==> config.mk <==
export PLATFORM = sky130hd
export DESIGN_NAME = pic_host_driver
export DESIGN_NICKNAME = d
export VERILOG_FILES = /design/src/rtl/pic_host_driver.sv
export SDC_FILE = /design/constraint.sdc
export NUM_CORES = 1
export LEC_CHECK = 0
export BUFFER_PORTS_ARGS = -buffer_cell sky130_fd_sc_hd__buf_2
export CORE_ASPECT_RATIO = 2
export CORE_UTILIZATION = 43
export DETAILED_ROUTE_END_ITERATION = 8
export PLACE_DENSITY = 0.72
export SKIP_CTS_REPAIR_TIMING = 1
export SLEW_MARGIN = 25
export SYNTH_ARGS = -nofsm -noshare
export SYNTH_HDL_FRONTEND = slang
export SYNTH_SLANG_ARGS = --single-unit
==> constraint.sdc <==
create_clock -name clk -period 3.2 [get_ports clk]
set_input_delay 0.32 -clock clk [delete_from_list [all_inputs] [get_ports clk]]
set_output_delay 0.32 -clock clk [all_outputs]
set_load 0.005 [all_outputs]
==> src/rtl/pic_host_driver.sv <==
// Host-side bus master for an 8259-style interrupt controller: ICW init sequence, OCW writes,
// status reads and the two-pulse INTA cycle. Define PIC_HOST_INTA_EN to build the acknowledge path.

module pic_host_driver #(
    parameter int STROBE_CYCLES = 2
) (
    input  logic       clk,
    input  logic       reset,
    input  logic       start_init,
    input  logic [7:0] icw1,
    input  logic [7:0] icw2,
    input  logic [7:0] icw3,
    input  logic [7:0] icw4,
    input  logic       ocw_req,
    input  logic       ocw_a0,
    input  logic [7:0] ocw_data,
    input  logic       rd_req,
    input  logic       int_in,
    input  logic [7:0] data_in,
    output logic       wr_n,
    output logic       rd_n,
    output logic       inta_n,
    output logic       a0,
    output logic [7:0] data_out,
    output logic       data_oe,
    output logic       busy,
    output logic       init_done,
    output logic       ocw_done,
    output logic       rd_valid,
    output logic       vector_valid,
    output logic [7:0] rd_data,
    output logic [7:0] vector
);

    localparam int CW = $clog2(STROBE_CYCLES + 1);
    localparam logic [CW-1:0] CNT_LOAD = CW'(STROBE_CYCLES - 1);

    localparam logic [3:0] S_IDLE     = 4'd0;
    localparam logic [3:0] S_W_SETUP  = 4'd1;
    localparam logic [3:0] S_W_STROBE = 4'd2;
    localparam logic [3:0] S_W_HOLD   = 4'd3;
    localparam logic [3:0] S_R_SETUP  = 4'd4;
    localparam logic [3:0] S_R_STROBE = 4'd5;
`ifdef PIC_HOST_INTA_EN
    localparam logic [3:0] S_A_PULSE1 = 4'd6;
    localparam logic [3:0] S_A_GAP    = 4'd7;
    localparam logic [3:0] S_A_PULSE2 = 4'd8;
`endif
    localparam logic [3:0] S_DONE     = 4'd9;

    localparam logic [1:0] K_INIT = 2'd0;
    localparam logic [1:0] K_OCW  = 2'd1;
    localparam logic [1:0] K_RD   = 2'd2;
`ifdef PIC_HOST_INTA_EN
    localparam logic [1:0] K_ACK  = 2'd3;
`endif

    logic [3:0]    r_state;
    logic [CW-1:0] r_cnt;
    logic [1:0]    r_kind;
    logic [1:0]    r_step;
    logic [7:0]    r_icw2, r_icw3, r_icw4;
    logic          r_sngl, r_ic4;
    logic          r_a0;
    logic [7:0]    r_data;
    logic          r_init_done;
    logic [7:0]    r_rd_data;

    logic          w_more;
    logic [1:0]    w_next_step;
    logic [7:0]    w_next_word;

    // Which ICW follows the one just written; ICW3 is skipped in single mode, ICW4 unless IC4.
    always_comb begin
        w_more      = 1'b0;
        w_next_step = r_step;
        w_next_word = r_icw2;
        case (r_step)
            2'd0: begin
                w_more      = 1'b1;
                w_next_step = 2'd1;
                w_next_word = r_icw2;
            end
            2'd1: begin
                if (!r_sngl) begin
                    w_more      = 1'b1;
                    w_next_step = 2'd2;
                    w_next_word = r_icw3;
                end else if (r_ic4) begin
                    w_more      = 1'b1;
                    w_next_step = 2'd3;
                    w_next_word = r_icw4;
                end
            end
            2'd2: begin
                if (r_ic4) begin
                    w_more      = 1'b1;
                    w_next_step = 2'd3;
                    w_next_word = r_icw4;
                end
            end
            default: ;
        endcase
    end

`ifdef PIC_HOST_INTA_EN
    logic       r_int_m, r_int_s;
    logic [7:0] r_vector;

    always_ff @(posedge clk or posedge reset) begin
        if (reset) begin
            r_int_m <= 1'b0;
            r_int_s <= 1'b0;
        end else begin
            r_int_m <= int_in;
            r_int_s <= r_int_m;
        end
    end
`else
    logic w_unused_int;
    assign w_unused_int = int_in;
`endif

    always_ff @(posedge clk or posedge reset) begin
        if (reset) begin
            r_state     <= S_IDLE;
            r_cnt       <= '0;
            r_kind      <= K_INIT;
            r_step      <= 2'd0;
            r_icw2      <= 8'h00;
            r_icw3      <= 8'h00;
            r_icw4      <= 8'h00;
            r_sngl      <= 1'b0;
            r_ic4       <= 1'b0;
            r_a0        <= 1'b0;
            r_data      <= 8'h00;
            r_init_done <= 1'b0;
            r_rd_data   <= 8'h00;
`ifdef PIC_HOST_INTA_EN
            r_vector    <= 8'h00;
`endif
        end else begin
            case (r_state)
                S_IDLE: begin
                    if (start_init) begin
                        r_icw2      <= icw2;
                        r_icw3      <= icw3;
                        r_icw4      <= icw4;
                        r_sngl      <= icw1[1];
                        r_ic4       <= icw1[0];
                        r_init_done <= 1'b0;
                        r_step      <= 2'd0;
                        r_kind      <= K_INIT;
                        r_a0        <= 1'b0;
                        r_data      <= icw1 | 8'h10;
                        r_state     <= S_W_SETUP;
                    end
`ifdef PIC_HOST_INTA_EN
                    else if (r_int_s && r_init_done) begin
                        r_kind  <= K_ACK;
                        r_cnt   <= CNT_LOAD;
                        r_state <= S_A_PULSE1;
                    end
`endif
                    else if (ocw_req) begin
                        r_kind  <= K_OCW;
                        r_a0    <= ocw_a0;
                        r_data  <= ocw_data;
                        r_state <= S_W_SETUP;
                    end else if (rd_req) begin
                        r_kind  <= K_RD;
                        r_a0    <= 1'b0;
                        r_state <= S_R_SETUP;
                    end
                end
                S_W_SETUP: begin
                    r_cnt   <= CNT_LOAD;
                    r_state <= S_W_STROBE;
                end
                S_W_STROBE: begin
                    if (r_cnt == '0) r_state <= S_W_HOLD;
                    else             r_cnt   <= r_cnt - 1'b1;
                end
                S_W_HOLD: begin
                    if (r_kind == K_INIT && w_more) begin
                        r_step  <= w_next_step;
                        r_a0    <= 1'b1;
                        r_data  <= w_next_word;
                        r_state <= S_W_SETUP;
                    end else begin
                        if (r_kind == K_INIT) r_init_done <= 1'b1;
                        r_state <= S_DONE;
                    end
                end
                S_R_SETUP: begin
                    r_cnt   <= CNT_LOAD;
                    r_state <= S_R_STROBE;
                end
                S_R_STROBE: begin
                    if (r_cnt == '0) begin
                        r_rd_data <= data_in;
                        r_state   <= S_DONE;
                    end else begin
                        r_cnt <= r_cnt - 1'b1;
                    end
                end
`ifdef PIC_HOST_INTA_EN
                S_A_PULSE1: begin
                    if (r_cnt == '0) r_state <= S_A_GAP;
                    else             r_cnt   <= r_cnt - 1'b1;
                end
                S_A_GAP: begin
                    r_cnt   <= CNT_LOAD;
                    r_state <= S_A_PULSE2;
                end
                S_A_PULSE2: begin
                    if (r_cnt == '0) begin
                        r_vector <= data_in;
                        r_state  <= S_DONE;
                    end else begin
                        r_cnt <= r_cnt - 1'b1;
                    end
                end
`endif
                S_DONE:  r_state <= S_IDLE;
                default: r_state <= S_IDLE;
            endcase
        end
    end

    // NOTE: strobes decode straight from the state register so an async reset releases them at once.
    assign wr_n      = (r_state != S_W_STROBE);
    assign rd_n      = (r_state != S_R_STROBE);
    assign data_oe   = (r_state == S_W_SETUP) || (r_state == S_W_STROBE) || (r_state == S_W_HOLD);
    assign busy      = (r_state != S_IDLE);
    assign a0        = r_a0;
    assign data_out  = r_data;
    assign init_done = r_init_done;
    assign rd_data   = r_rd_data;
    assign ocw_done  = (r_state == S_DONE) && (r_kind == K_OCW);
    assign rd_valid  = (r_state == S_DONE) && (r_kind == K_RD);

`ifdef PIC_HOST_INTA_EN
    assign inta_n       = !((r_state == S_A_PULSE1) || (r_state == S_A_PULSE2));
    assign vector       = r_vector;
    assign vector_valid = (r_state == S_DONE) && (r_kind == K_ACK);
`else
    assign inta_n       = 1'b1;
    assign vector       = 8'h00;
    assign vector_valid = 1'b0;
`endif

endmodule

==> flow_summary.json <==
{
  "powerDensity_nw_per_um2": 1000,
  "path_cells": "inv_1 > ha_1 > nor2b_1 > buf_4 > o22a_1 > o2111a_2 > nor2_8 > mux2_4",
  "endpoint": "data_out[6]",
  "slew_headroom": 0.513,
  "ir_drop_uv": 504,
  "place_hpwl_mm": 4.55,
  "cp.required_ps": 3380,
  "vias": 2176,
  "worst-path-buf-inv": 2,
  "grt-ovfl-total": 0,
  "cp-start-kind": "flop",
  "ys_ff_latch": 54,
  "sw_frac_of_total": 0.353,
  "arrival_ps": 2400,
  "drc": 0,
  "drt_iter0_markers": 107,
  "wire_per_inst_um": 14.5,
  "critPathKind": "flop to flop",
  "tightest_slew_ps": 731,
  "skew_ps": 5.77,
  "drv_slew": 0,
  "finalHoldViolations": 0,
  "hp-class": "primary input to async pin",
  "fin_hold_ws_ps": 149,
  "r2r_setup_slack_ps": 970,
  "die_y_um": 119,
  "coreArea_um2": 6620,
  "end_kind": "flop",
  "finalCritPeriodShare": 0.695,
  "die-area_um2": 7200,
  "period_minus_slack_ps": 2230,
  "cts_tree": "done",
  "clock_power_share": 0.174,
  "fill_cells": 630,
  "grt_max_degree": 37,
  "ant_nets": 0,
  "grt_util_all_layers": 0.188,
  "clkLatencyLatePin_ps": 300,
  "cp.depth": 8,
  "p_leak_nw": 1.66,
  "power_frac_comb": 0.443,
  "cp_top_family": "compound AO/OA/AOI/OAI gates",
  "syn_to_final_growth_pct": 18.6,
  "cts_buffer_depth": 2,
  "gp_congestion": 0.792,
  "worstPathMaxFanout": 10,
  "seqPwrFrac": 0.383,
  "syn_avg_cell_area_um2": 11.2,
  "port-buffer-count": 76,
  "cts_sinks": 54,
  "p_switching_w": 0.00123,
  "yosysUniqueCellTypes": 43,
  "htreeDepth": 2,
  "drt-pass1-iter-count": 4,
  "layout-drive-gt1-share": 0.407,
  "tns_ps": 0,
  "crit_slowest_cell": "dfrtp_1",
  "rsz0062_at_grt": "no",
  "r2r_cells": 8,
  "cpPeakStageDelay_ps": 390,
  "antenna_found_initial": 0,
  "synth_cells": 263,
  "drt-vias-per-instance": 5.18,
  "pin_count": 89,
  "internal_power_w": 0.00226,
  "ys_warn_count": 0,
  "r2r_start": "r_step[1]",
  "grt_pass1_vias": 2138,
  "seq_area_frac_synth": 0.459,
  "clkTransAtPathRegs_ps": 70,
  "startpoint": "r_step[1]",
  "setup_violations": 0,
  "fmax_ghz": 0.449,
  "n_antenna_cell": 0,
  "cap_violations": 0,
  "grt_pass1_wl_mm": 10.1,
  "numCtsBuffers": 5,
  "syn_area_um2": 2940,
  "r2r_end": "data_out[6]",
  "fp.dieW_um": 60.5,
  "wl_mm": 6.10,
  "status": "completed",
  "cts_root_buf": "clkbuf_16",
  "rows": 42,
  "start_util": 0.444,
  "fin_nets": 391
}
## cells in the final DEF (no fill, tap or decap), drive strengths merged, types with 5 or more instances in the layout
cell type / count
conb: 10
buf: 79
a21oi: 10
dfrtp: 54
inv: 10
nor3: 7
a211o: 7
o21ai: 19
nor2: 18
ha: 5
nand2: 6
a2bb2oi: 7
mux2: 42
clkbuf: 5
mux2i: 14
## routing by layer
metal  part of all wire  routed length (µm)  vias to the layer above  global-route usage
li1                   -                   -                     1056                   -
met1               0.39                2350                     1057               0.218
met2               0.56                3390                       55               0.319
met5                  0                   0                        -                   0
met4              0.024                 144                        0              0.0866
met3              0.036                 217                        8              0.0358
## synthesized netlist by cell type
library cell,count,area (µm²)
buf_6,1,11.3
a31oi_1,2,12.5
ha_1,5,62.6
and2b_1,1,7.51
nor2_8,1,20.0
nor4_4,1,21.3
and2_1,1,6.26
o22ai_1,4,25.0
buf_4,13,97.6
nor3_1,7,35.0
buf_2,5,25.0
nor2_1,16,60.1
a21o_1,1,7.51
o21ai_0,18,90.1
nand3b_1,2,15.0
a311oi_1,1,8.76
and3_1,2,12.5
nand2_1,5,18.8
nor2b_1,4,25.0
clkbuf_1,6,22.5
o2111a_2,1,12.5
mux2i_1,14,140
a211o_1,7,61.3
o22a_1,1,8.76
mux2_4,8,120
a22o_1,1,8.76
conb_1,2,7.51
mux2_2,34,383
nor2_2,1,6.26
dfrtp_1,54,1350
o21ai_1,1,5.00
nand3_1,2,10.0
a22oi_1,1,7.51
or3_1,2,12.5
inv_1,10,37.5
nand2b_1,3,18.8
o21bai_1,2,15.0
nor3b_1,3,22.5
a21oi_1,10,50.1
o211ai_1,1,7.51
buf_1,1,3.75
nand2_2,1,6.26
a2bb2oi_1,7,61.3
## metrics by stage
stage	setup slack, ps	area [µm²]	cells	power, W	util
detailed placement	983	3320	412	0.00291	0.502
finish	975	3490	420	0.00350	0.527
global placement	962	3320	412	0.00286	0.502
global route	806	3490	420	0.00377	0.527
floorplan	1170	2970	271	0.00253	-
CTS	949	3490	420	0.00354	0.527
## flip-flops by register name, indices dropped and copies added (netlist names), 2 cells and up
name      cells
data_out      8
r_icw2        8
r_icw3        8
r_icw4        8
rd_data       8
r_state       4
r_cnt         2
r_kind        2
r_step        2
## worst min path at each step
stage | end | cells past startpoint
CTS | a0 | 2
detailed placement | rd_data[0] | 1
floorplan | r_cnt[1] | 2
finish | r_icw4[4] | 2
global placement | r_cnt[1] | 2
global route | r_icw3[3] | 2
## final cells by class
| class | count | area [µm²] | area share |
|---|---|---|---|
| Multi-Input combinational cell | 181 | 1420 | 0.408 |
| Sequential cell | 54 | 1350 | 0.387 |
| Timing Repair Buffer | 79 | 403 | 0.115 |
| Clock buffer | 5 | 125 | 0.0359 |
| Tap cell | 88 | 110 | 0.0316 |
| Clock inverter | 3 | 40.0 | 0.0115 |
| Inverter | 10 | 37.5 | 0.0108 |
## logic make-up after synthesis
family | after synthesis | share of synthesized area
multiplexers | 56 | 0.219
other | 2 | 0.00255
buffers and inverters | 36 | 0.0672
flip-flops | 54 | 0.459
AND/OR/NAND/NOR | 52 | 0.101
AO/OA/AOI/OAI | 58 | 0.130
adder cells (fa/ha/maj) | 5 | 0.0213
## power by group through the flow
stage               clock (W)  sequential [W]  combinational [W]
floorplan                   0         0.00122            0.00131
global placement            0         0.00134            0.00152
detailed placement          0         0.00135            0.00156
CTS                  0.000625         0.00134            0.00157
global route         0.000648         0.00140            0.00173
finish               0.000607         0.00134            0.00155
## worst register-to-register path, delay by kind of cell, from the launching register on
family	cells	cell delay (ps)
flops	1	390
simple gates	2	370
compound gates	2	550
fa+ha+maj	1	220
buf+inv	2	240
mux	1	320
(Power assumes the default switching activity.)
